File: src/rtl/mc_control.sv
// mc_control -- multicycle MIPS-style control unit.
//
// Walks each instruction through FETCH, DECODE and the states that
// instruction needs, driving the datapath control strobes from the
// current state. The opcode is captured in DECODE so that later states
// do not depend on the instruction register staying stable.
//
// Ports:
//   clk         rising-edge clock
//   resetN      asynchronous active-low reset; forces FETCH and all-zero outputs
//   opCode      instruction bits [31:26], looked at only in DECODE
//   mem_ready   memory finishes the current access this cycle
//   PCWrite, PCWriteCond, IorD, MemRead, MemWrite, IRWrite, MemtoReg,
//   RegDst, RegWrite, ALUSrcA, ALUSrcB[1:0], ALUOp[1:0], PCSource[1:0]
//               datapath controls
//   state       current state encoding (debug)
//   instr_done  pulse on the final cycle of an instruction
//   illegal_op  pulse in DECODE when the opcode is not supported
module mc_control (
  input  logic       clk,
  input  logic       resetN,
  input  logic [5:0] opCode,
  input  logic       mem_ready,
  output logic       PCWrite,
  output logic       PCWriteCond,
  output logic       IorD,
  output logic       MemRead,
  output logic       MemWrite,
  output logic       IRWrite,
  output logic       MemtoReg,
  output logic       RegDst,
  output logic       RegWrite,
  output logic       ALUSrcA,
  output logic [1:0] ALUSrcB,
  output logic [1:0] ALUOp,
  output logic [1:0] PCSource,
  output logic [3:0] state,
  output logic       instr_done,
  output logic       illegal_op
);

  typedef enum logic [3:0] {
    FETCH  = 4'd0,
    DECODE = 4'd1,
    MEMADR = 4'd2,
    MEMRD  = 4'd3,
    MEMWB  = 4'd4,
    MEMWR  = 4'd5,
    EXEC   = 4'd6,
    ALUWB  = 4'd7,
    BRANCH = 4'd8,
    ADDIEX = 4'd9,
    ADDIWB = 4'd10,
    JUMP   = 4'd11
  } state_t;

  localparam logic [5:0] OP_RTYPE = 6'b000000;
  localparam logic [5:0] OP_LW    = 6'b100011;
  localparam logic [5:0] OP_SW    = 6'b101011;
  localparam logic [5:0] OP_BEQ   = 6'b000100;
  localparam logic [5:0] OP_ADDI  = 6'b001000;
  localparam logic [5:0] OP_J     = 6'b000010;

  state_t     cur_state;
  logic [5:0] op_reg;

  assign state = cur_state;

  // State register and transition logic. The opcode is latched in DECODE
  // because MEMADR must still tell lw from sw a cycle later, after the
  // instruction register may already have changed. Unused encodings
  // (12-15) fall back to FETCH through the default branch.
  always_ff @(posedge clk or negedge resetN) begin
    if (!resetN) begin
      cur_state <= FETCH;
      op_reg    <= '0;
    end else begin
      case (cur_state)
        FETCH:  if (mem_ready) cur_state <= DECODE;
        DECODE: begin
          op_reg <= opCode;
          case (opCode)
            OP_RTYPE:    cur_state <= EXEC;
            OP_LW, OP_SW: cur_state <= MEMADR;
            OP_BEQ:      cur_state <= BRANCH;
            OP_ADDI:     cur_state <= ADDIEX;
            OP_J:        cur_state <= JUMP;
            default:     cur_state <= FETCH;
          endcase
        end
        MEMADR: cur_state <= (op_reg == OP_LW) ? MEMRD : MEMWR;
        MEMRD:  if (mem_ready) cur_state <= MEMWB;
        MEMWB:  cur_state <= FETCH;
        MEMWR:  if (mem_ready) cur_state <= FETCH;
        EXEC:   cur_state <= ALUWB;
        ALUWB:  cur_state <= FETCH;
        BRANCH: cur_state <= FETCH;
        ADDIEX: cur_state <= ADDIWB;
        ADDIWB: cur_state <= FETCH;
        JUMP:   cur_state <= FETCH;
        default: cur_state <= FETCH;
      endcase
    end
  end

  // Output decode from the current state. Everything defaults to zero and
  // the whole decode is suppressed while resetN is low, so reset silences
  // the strobes immediately (even MemRead in FETCH, and any instr_done of
  // an aborted access) without waiting for a clock edge. PCWrite/IRWrite
  // in FETCH and instr_done in MEMWR follow mem_ready so the PC and IR only
  // load, and a store only retires, on the cycle the memory completes.
  always_comb begin
    PCWrite     = 1'b0;
    PCWriteCond = 1'b0;
    IorD        = 1'b0;
    MemRead     = 1'b0;
    MemWrite    = 1'b0;
    IRWrite     = 1'b0;
    MemtoReg    = 1'b0;
    RegDst      = 1'b0;
    RegWrite    = 1'b0;
    ALUSrcA     = 1'b0;
    ALUSrcB     = 2'b00;
    ALUOp       = 2'b00;
    PCSource    = 2'b00;
    instr_done  = 1'b0;
    illegal_op  = 1'b0;
    if (resetN) begin
      case (cur_state)
        FETCH: begin
          MemRead = 1'b1;
          ALUSrcB = 2'b01;
          PCWrite = mem_ready;
          IRWrite = mem_ready;
        end
        DECODE: begin
          ALUSrcB = 2'b11;
          case (opCode)
            OP_RTYPE, OP_LW, OP_SW, OP_BEQ, OP_ADDI, OP_J: illegal_op = 1'b0;
            default: illegal_op = 1'b1;
          endcase
        end
        MEMADR: begin
          ALUSrcA = 1'b1;
          ALUSrcB = 2'b10;
        end
        MEMRD: begin
          MemRead = 1'b1;
          IorD    = 1'b1;
        end
        MEMWB: begin
          RegWrite   = 1'b1;
          MemtoReg   = 1'b1;
          instr_done = 1'b1;
        end
        MEMWR: begin
          MemWrite   = 1'b1;
          IorD       = 1'b1;
          instr_done = mem_ready;
        end
        EXEC: begin
          ALUSrcA = 1'b1;
          ALUOp   = 2'b10;
        end
        ALUWB: begin
          RegWrite   = 1'b1;
          RegDst     = 1'b1;
          instr_done = 1'b1;
        end
        BRANCH: begin
          ALUSrcA     = 1'b1;
          ALUOp       = 2'b01;
          PCWriteCond = 1'b1;
          PCSource    = 2'b01;
          instr_done  = 1'b1;
        end
        ADDIEX: begin
          ALUSrcA = 1'b1;
          ALUSrcB = 2'b10;
        end
        ADDIWB: begin
          RegWrite   = 1'b1;
          instr_done = 1'b1;
        end
        JUMP: begin
          PCWrite    = 1'b1;
          PCSource   = 2'b10;
          instr_done = 1'b1;
        end
        default: ;
      endcase
    end
  end

endmodule

File: config.mk
export PLATFORM = sky130hd
export DESIGN_NAME = mc_control
export DESIGN_NICKNAME = d
export VERILOG_FILES = /design/src/rtl/mc_control.sv
export SDC_FILE = /design/constraint.sdc
export NUM_CORES = 1
export LEC_CHECK = 0
export BUFFER_PORTS_ARGS = -buffer_cell sky130_fd_sc_hd__buf_4
export CAP_MARGIN = 20
export CORE_ASPECT_RATIO = 1.1
export CORE_MARGIN = 2
export CORE_UTILIZATION = 48
export CTS_CLUSTER_DIAMETER = 80
export CTS_CLUSTER_SIZE = 30
export DETAILED_ROUTE_END_ITERATION = 10
export PLACE_DENSITY = 0.87
export SYNTH_ARGS = -nofsm -noshare
export SYNTH_HDL_FRONTEND = slang
export SYNTH_SLANG_ARGS = --single-unit
File: constraint.sdc
create_clock -name clk -period 1.9 [get_ports clk]
set_input_delay 0.095 -clock clk [delete_from_list [all_inputs] [get_ports clk]]
set_output_delay 0.095 -clock clk [all_outputs]
set_load 0.005 [all_outputs]
==> results of run 1 <==
-- cells in the final DEF, fill, tap and decap left out, drive strengths merged, types with 3 or more instances in the layout --
cell type,netlist,routed
buf,7,37
nor2,11,11
dfrtp,10,10
nor2b,6,6
mux2,6,6
nand2,5,5
o21ai,5,5
nor3,4,4
o211ai,4,4
nor3b,4,4
clkbuf,1,4
xor2,3,3
nand3,3,3
a21oi,3,3
-- worst max-delay path by stage --
| stage | start | endpoint | slack [ns] | cells after the start |
|---|---|---|---|---|
| detailed placement | state[1]$_DFFE_PN0P_ | op_reg[5]$_DFFE_PN0P_ | 0.28 | 2 |
| global route | state[2]$_DFFE_PN0P_ | PCWrite | 0.03 | 5 |
| floorplan | state[1]$_DFFE_PN0P_ | op_reg[0]$_DFFE_PN0P_ | 0.49 | 3 |
| finish | state[2]$_DFFE_PN0P_ | PCWrite | 0.12 | 5 |
| global placement | state[1]$_DFFE_PN0P_ | op_reg[5]$_DFFE_PN0P_ | 0.31 | 2 |
| CTS | state[1]$_DFFE_PN0P_ | illegal_op | 0.04 | 3 |
-- metal layers --
layer / track usage (%) / up-vias
met5: 0 / -
met4: 7.27 / 0
met3: 2.26 / 3
met2: 36.2 / 33
met1: 28.5 / 395
li1: - / 429
-- cells by family after synthesis --
family	count (synthesis)	synth area share, %
AND/OR/NAND/NOR	50	36.8
AO/OA/AOI/OAI	18	14.0
flip-flops	10	30.1
buffers and inverters	10	6.78
multiplexers	6	8.13
XOR/XNOR	4	4.22
-- power groups by stage --
stage,clock (mW),sequential (mW),combinational (mW)
after CTS,0.192,0.320,0.301
after global placement,0,0.320,0.289
final,0.191,0.326,0.329
after floorplan,0,0.306,0.201
after global routing,0.202,0.330,0.363
after detailed placement,0,0.324,0.297
-- timing repair --
| action | 4_1_cts | 5_1_grt |
|---|---|---|
| setup endpoints to repair | 0 | 3 |
| gates resized for setup | 0 | 1 |
| setup buffers | 0 | 4 |
| endpoints found under the hold margin | 10 | 0 |
| hold buffers | 1 | 0 |
-- area by class of cell --
cell class                 count  share of cell area, %
tap                           17                   1.88
inverter                       2                  0.665
sequential                    10                   22.3
multi-input combinational     78                   46.5
clock buffer                   4                   3.22
timing repair buffer          38                   25.5
-- metrics by stage --
step           area, sq um  instances  util, %  power, mW  worst slack (ns)
3_5_place_dp          1050        140     65.9      0.621             0.282
2_1_floorplan          831         98        -      0.507             0.491
6_report              1130        149     70.7      0.846             0.118
5_1_grt               1130        149     70.7      0.895            0.0262
4_1_cts               1100        145     68.8      0.812            0.0383
3_3_place_gp          1050        140     65.9      0.609             0.307
==> impl_results.md, run 1 <==
- Pleak: around 0.51 nW
- Post-route clock skew: between 0.004 and 0.005 ns
- Initial antenna violation count: 0
- Routed wire length: ~2.0 mm
- Crit path DAT: ~1.7 ns
- Met3 routed WL: between 150 and 200 um
- Pwr dens: roughly 750 nW/um^2
- Number of flip-flops in the largest register: 6
- Synth Warn #: 0
- Worst reg2reg setup slack: 0.34 ns
- Sw frac: between 30% and 40%
- Primary FF master, synth: dfrtp_1
- CP top delay family: simple AND/OR/NAND/NOR gates
- Tmin final: about 1.8 ns
- DRC viols: 0
- Asr flop ratio synth: 100%
- Via density: 5.77
- # Max-Cap Violations: 0
- Post-synth net total: approximately 110
- Largest net degree at the start of global routing: 22
- Metal1 wirelength: 844 um
- Area of the multi-input gates: about 520 sq um
- CP peak stage delay: approximately 0.51 ns
- FF+latch count, synth: 10
- Number of core rows: 15
- Port buffer count: 30
- Clk buf depth: 2
- Fmax: about 560 MHz
- Psw: about 270 uW
- Root Driver: clkbuf_4
- Ratio of cells with drive above 1 in the final layout: around 39%
- Cells along the critical path: buf_4 -> nor2_1 -> and4_1 -> or2_2 -> buf_4
- Sequential Area: around 250 sq um
- TNS Setup: 0 ns
- Fill cells: around 130
- Min-delay src: opCode[1]
- Vias in the first global route: 709
- Core area: 1600 sq um
- Final setup fails: 0
- Grt total ovfl: 0
- Most common library cells after synthesis: nor2_1 (11), dfrtp_1 (10), mux2_2 (6), nor2b_1 (6)
- Hold_ws: approximately 0.11 ns
- Die H: between 40 and 50 um
- TritonCTS buffer count: 3
- Peak supply drop: between 0.6 and 0.7 mV
- Mapped Area: 831 sq um
- Worst path buffer plus inverter count: 2
- Initial drt markers: 16
- WHS Path Cells: 2
- I/O Pins: 31
- WP data required: 1.80 ns
- CP endpoint kind: output port
- Die width: 43.7 um
- Wire length per cell: between 10 and 15 um
- Avg Inst Size Synth: ~8.5 sq um
- DPL Wire Length: approximately 1.5 mm
- Netlist cell types: 36
- DR pass1 iterations: 4
- Synth top area share: 30.1%
- RSZ-0062 raised after global routing: no
- Clock Sinks: 10
- Crit start category: register
- Reg clk slew, reported paths: around 0.07 ns
- Met2 routed WL: ~1.0 mm
- RR Startpoint: state[1]$_DFFE_PN0P_
- Synthesized instance count: 98
- Status: finished, final reports clean
- GRT Util Overall: about a fifth
- Post-synth top area cell: dfrtp_1
- Via Count: 860
- Worst reg2reg path endpoint: op_reg[4]$_DFFE_PN0P_
- Final worst-path cycle share: between 90% and 100%
- Final Hold Viols: 0
- Number of synthesized flops with an enable pin: 0
- H-tree Lvls: 1
- WS Path Type: reg -> out
- Register area share after synthesis: between 30% and 40%
- Tightest Pin Transition: 0.358 ns
- Die area: 2080 sq um
- Ant. Diodes: 0
- Top cells by area, synth: dfrtp_1 (30%), mux2_2 (8.1%), nor2_1 (5.0%)
- Slew headroom: around 76%
- Int Pwr: 578 uW
- Clock group share of total power: a little under a quarter
- Most frequent CP cell: buf_4
- FF-to-FF path depth: 3
- Slowest cell on the critical path: dfrtp_1
- Syn-to-layout area delta: 35.8%
- Comb power frac: between 30 and 40%
- Routed Antenna Nets: 0
- CP Max Fanout: 9
- Most frequent cell after synthesis: nor2_1
- Fin. max-slew vios: 0
- Final #Nets: 142
- Hold EP: op_reg[1]$_DFFE_PN0P_
- Top layer in use: met4
- Worst-skew pair later-pin latency: about 0.27 ns
- First-pass GRT wire length: between 3 and 4 mm
- Hold crit path type: in -> reg
- Sequential Power Share: between 30 and 40%
- Final Wtd Congestion: just over 0.8
- Initial Util: 52.1%
- CTS tree: done
Power figures use the tool's default switching activity.
==> inputs of run 2 (changes only) <==
- PLACE_DENSITY: 0.87 -> 0.78
==> impl_results.md, run 2 (synthesis results as in run 1) <==
- Reg clk slew, reported paths: 0.07 ns (about the same)
- Tmin final: 1.74 ns (-0.0463 ns)
- Slew headroom: 69.7% (-6.2 points)
- Initial drt markers: 19 (+3)
- Wire length per cell: 13.8 um (+1.4%)
- Tightest Pin Transition: 0.455 ns (+0.0968 ns)
- CP peak stage delay: 0.62 ns (+0.11 ns)
- Slowest cell on the critical path: dfrtp_1
- Pleak: 0.495 nW (-3.2%)
- Final Wtd Congestion: 0.790 (-2.9%)
- Routed Antenna Nets: 0 (unchanged)
- Final worst-path cycle share: 91.4% (-2.4 points)
- Grt total ovfl: 0 (unchanged)
- WP data required: 1.80 ns (about the same)
- Comb power frac: 37.1% (-1.8 points)
- Via Count: 866 (+0.70%)
- Psw: 259 uW (-3.4%)
- Most common cell after layout, fill and taps aside: buf_4
- Sequential Power Share: 39.9% (+1.4 points)
- Ant. Diodes: 0 (unchanged)
- Worst-skew pair later-pin latency: 0.26 ns (about the same)
- Fill cells: 138 (+7.8%)
- Peak supply drop: 0.529 mV (-12%)
- Initial Util: 52.1% (unchanged)
- Number of core rows: 15 (unchanged)
- Largest net degree at the start of global routing: 22 (unchanged)
- Root Driver: clkbuf_4
- I/O Pins: 31 (unchanged)
- Crit path DAT: 1.64 ns (-0.05 ns)
- Ratio of cells with drive above 1 in the final layout: 38.0% (-0.65 points)
- Die H: 47.6 um (unchanged)
- Clock Sinks: 10 (unchanged)
- H-tree Lvls: 1 (unchanged)
- Int Pwr: 565 uW (-2.2%)
- Clock group share of total power: 23.1% (+0.5 points)
- Syn-to-layout area delta: 33.3%
- Port buffer count: 30 (unchanged)
- Core area: 1600 sq um (unchanged)
- Crit start category: register
- Commonest non-fill, non-tap cells in the layout: buf_4 (34), nor2_1 (11), dfrtp_1 (8)
- Final setup fails: 0 (unchanged)
- CTS tree: done
- CP endpoint kind: output port
- DR pass1 iterations: 4 (unchanged)
- Routed wire length: 2.02 mm (-0.64%)
- DRC viols: 0 (unchanged)
- Total power: 824 uW (-2.6%)
- TNS Setup: 0 ns (unchanged)
- Pwr dens: 744 nW/um^2 (-0.74%)
- Vias in the first global route: 730 (+3.0%)
- Worst reg2reg setup slack: 0.31 ns (-0.03 ns)
- Die width: 43.7 um (unchanged)
- RSZ-0062 raised after global routing: no
- GRT Util Overall: 21.6% (+0.29 points)
- Via density: 5.93 (+2.8%)
- Final #Nets: 139 (-2.1%)
- Cells along the critical path: or2b_1 -> o22ai_1 -> and3b_1 -> buf_4
- Initial antenna violation count: 0 (unchanged)
- Hold crit path type: in -> reg
- Number of flip-flops in the largest register: 6 (unchanged)
- Clk buf depth: 2 (unchanged)
- DPL Wire Length: 1.53 mm (+1.5%)
- Post-route clock skew: 0.00172 ns (-0.00273 ns)
- Final Hold Viols: 0 (unchanged)
- Sw frac: 31.4% (-0.26 points)
- TritonCTS buffer count: 3 (unchanged)
- CP Max Fanout: 15 (+6)
- Fmax: 576 MHz (+2.7%)
- # Max-Cap Violations: 0 (unchanged)
- Die area: 2080 sq um (unchanged)
- First-pass GRT wire length: 3.33 mm (+0.21%)
- Status: finished, final reports clean
- Fin. max-slew vios: 0 (unchanged)
- WS Path Type: reg -> out
[run 2: cell types whose count changed in the layout (fill, tap and decap cells not counted)]
cell     delta
buf_4       -3
dfrtp_1     -1
dfrtp_2     +1
[run 2: worst max-delay path: cells and delay by family, from the launching register on]
| kind | cells | cell delay (ns) |
|---|---|---|
| DFF | 1 | 0.62 |
| AOI/OAI and AO/OA | 1 | 0.16 |
| buffers and inverters | 1 | 0.10 |
| and+or+nand+nor | 2 | 0.49 |
[run 2: path summary, 6_finish.rpt]
path,from,end,cells after the start
max reg2reg,state[3]$_DFFE_PN0P_,op_reg[5]$_DFFE_PN0P_,3
min,opCode[0],op_reg[0]$_DFFE_PN0P_,2
min in group asynchronous,resetN,op_reg[3]$_DFFE_PN0P_,2
min reg2reg,op_reg[0]$_DFFE_PN0P_,op_reg[0]$_DFFE_PN0P_,1
max in group asynchronous,resetN,state[1]$_DFFE_PN0P_,2
max,state[3]$_DFFE_PN0P_,instr_done,4
[run 2: power groups by stage]
stage / Sequential [mW] / Combinational, mW / Clock, mW
3_5_place_dp: 0.331 / 0.287 / 0
2_1_floorplan: 0.306 / 0.201 / 0
6_report: 0.329 / 0.305 / 0.190
5_1_grt: 0.339 / 0.338 / 0.207
4_1_cts: 0.328 / 0.291 / 0.196
3_3_place_gp: 0.328 / 0.282 / 0
[run 2: layout make-up]
cell class	count	area (sq um)	share of cell area (%)
Inverter	2	7.51	0.678
Sequential cell	10	253	22.8
Timing Repair Buffer	35	265	24.0
Multi-Input combinational cell	78	524	47.3
Clock buffer	4	36.3	3.28
Tap cell	17	21.3	1.92
[run 2: layer usage]
metal  vias up  global-route usage, %  wire, um
li1        422                      -         -
met1       402                   28.0       852
met2        36                   35.6       996
met3         6                   4.15       129
met4         0                   9.09        38
met5         -                      0         0
[run 2: repair_timing]
action                                  in CTS  in global routing
hold buffers                                 1                  0
endpoints found under the hold margin       10                  0
endpoints found under the setup margin       0                  4
resized for setup                            0                  2
setup buffers                                0                  2
[run 2: per-stage QoR]
step	instance area [sq um]	hold WS [ns]	util, %	setup WS [ns]	std cells
2_1_floorplan	831	-0.201	-	0.491	98
3_3_place_gp	1040	-0.0359	65.4	0.308	139
3_5_place_dp	1040	-0.0327	65.4	0.290	139
4_1_cts	1090	0.105	68.3	0.0204	144
5_1_grt	1110	0.108	69.4	0.0276	146
6_report	1110	0.107	69.4	0.164	146
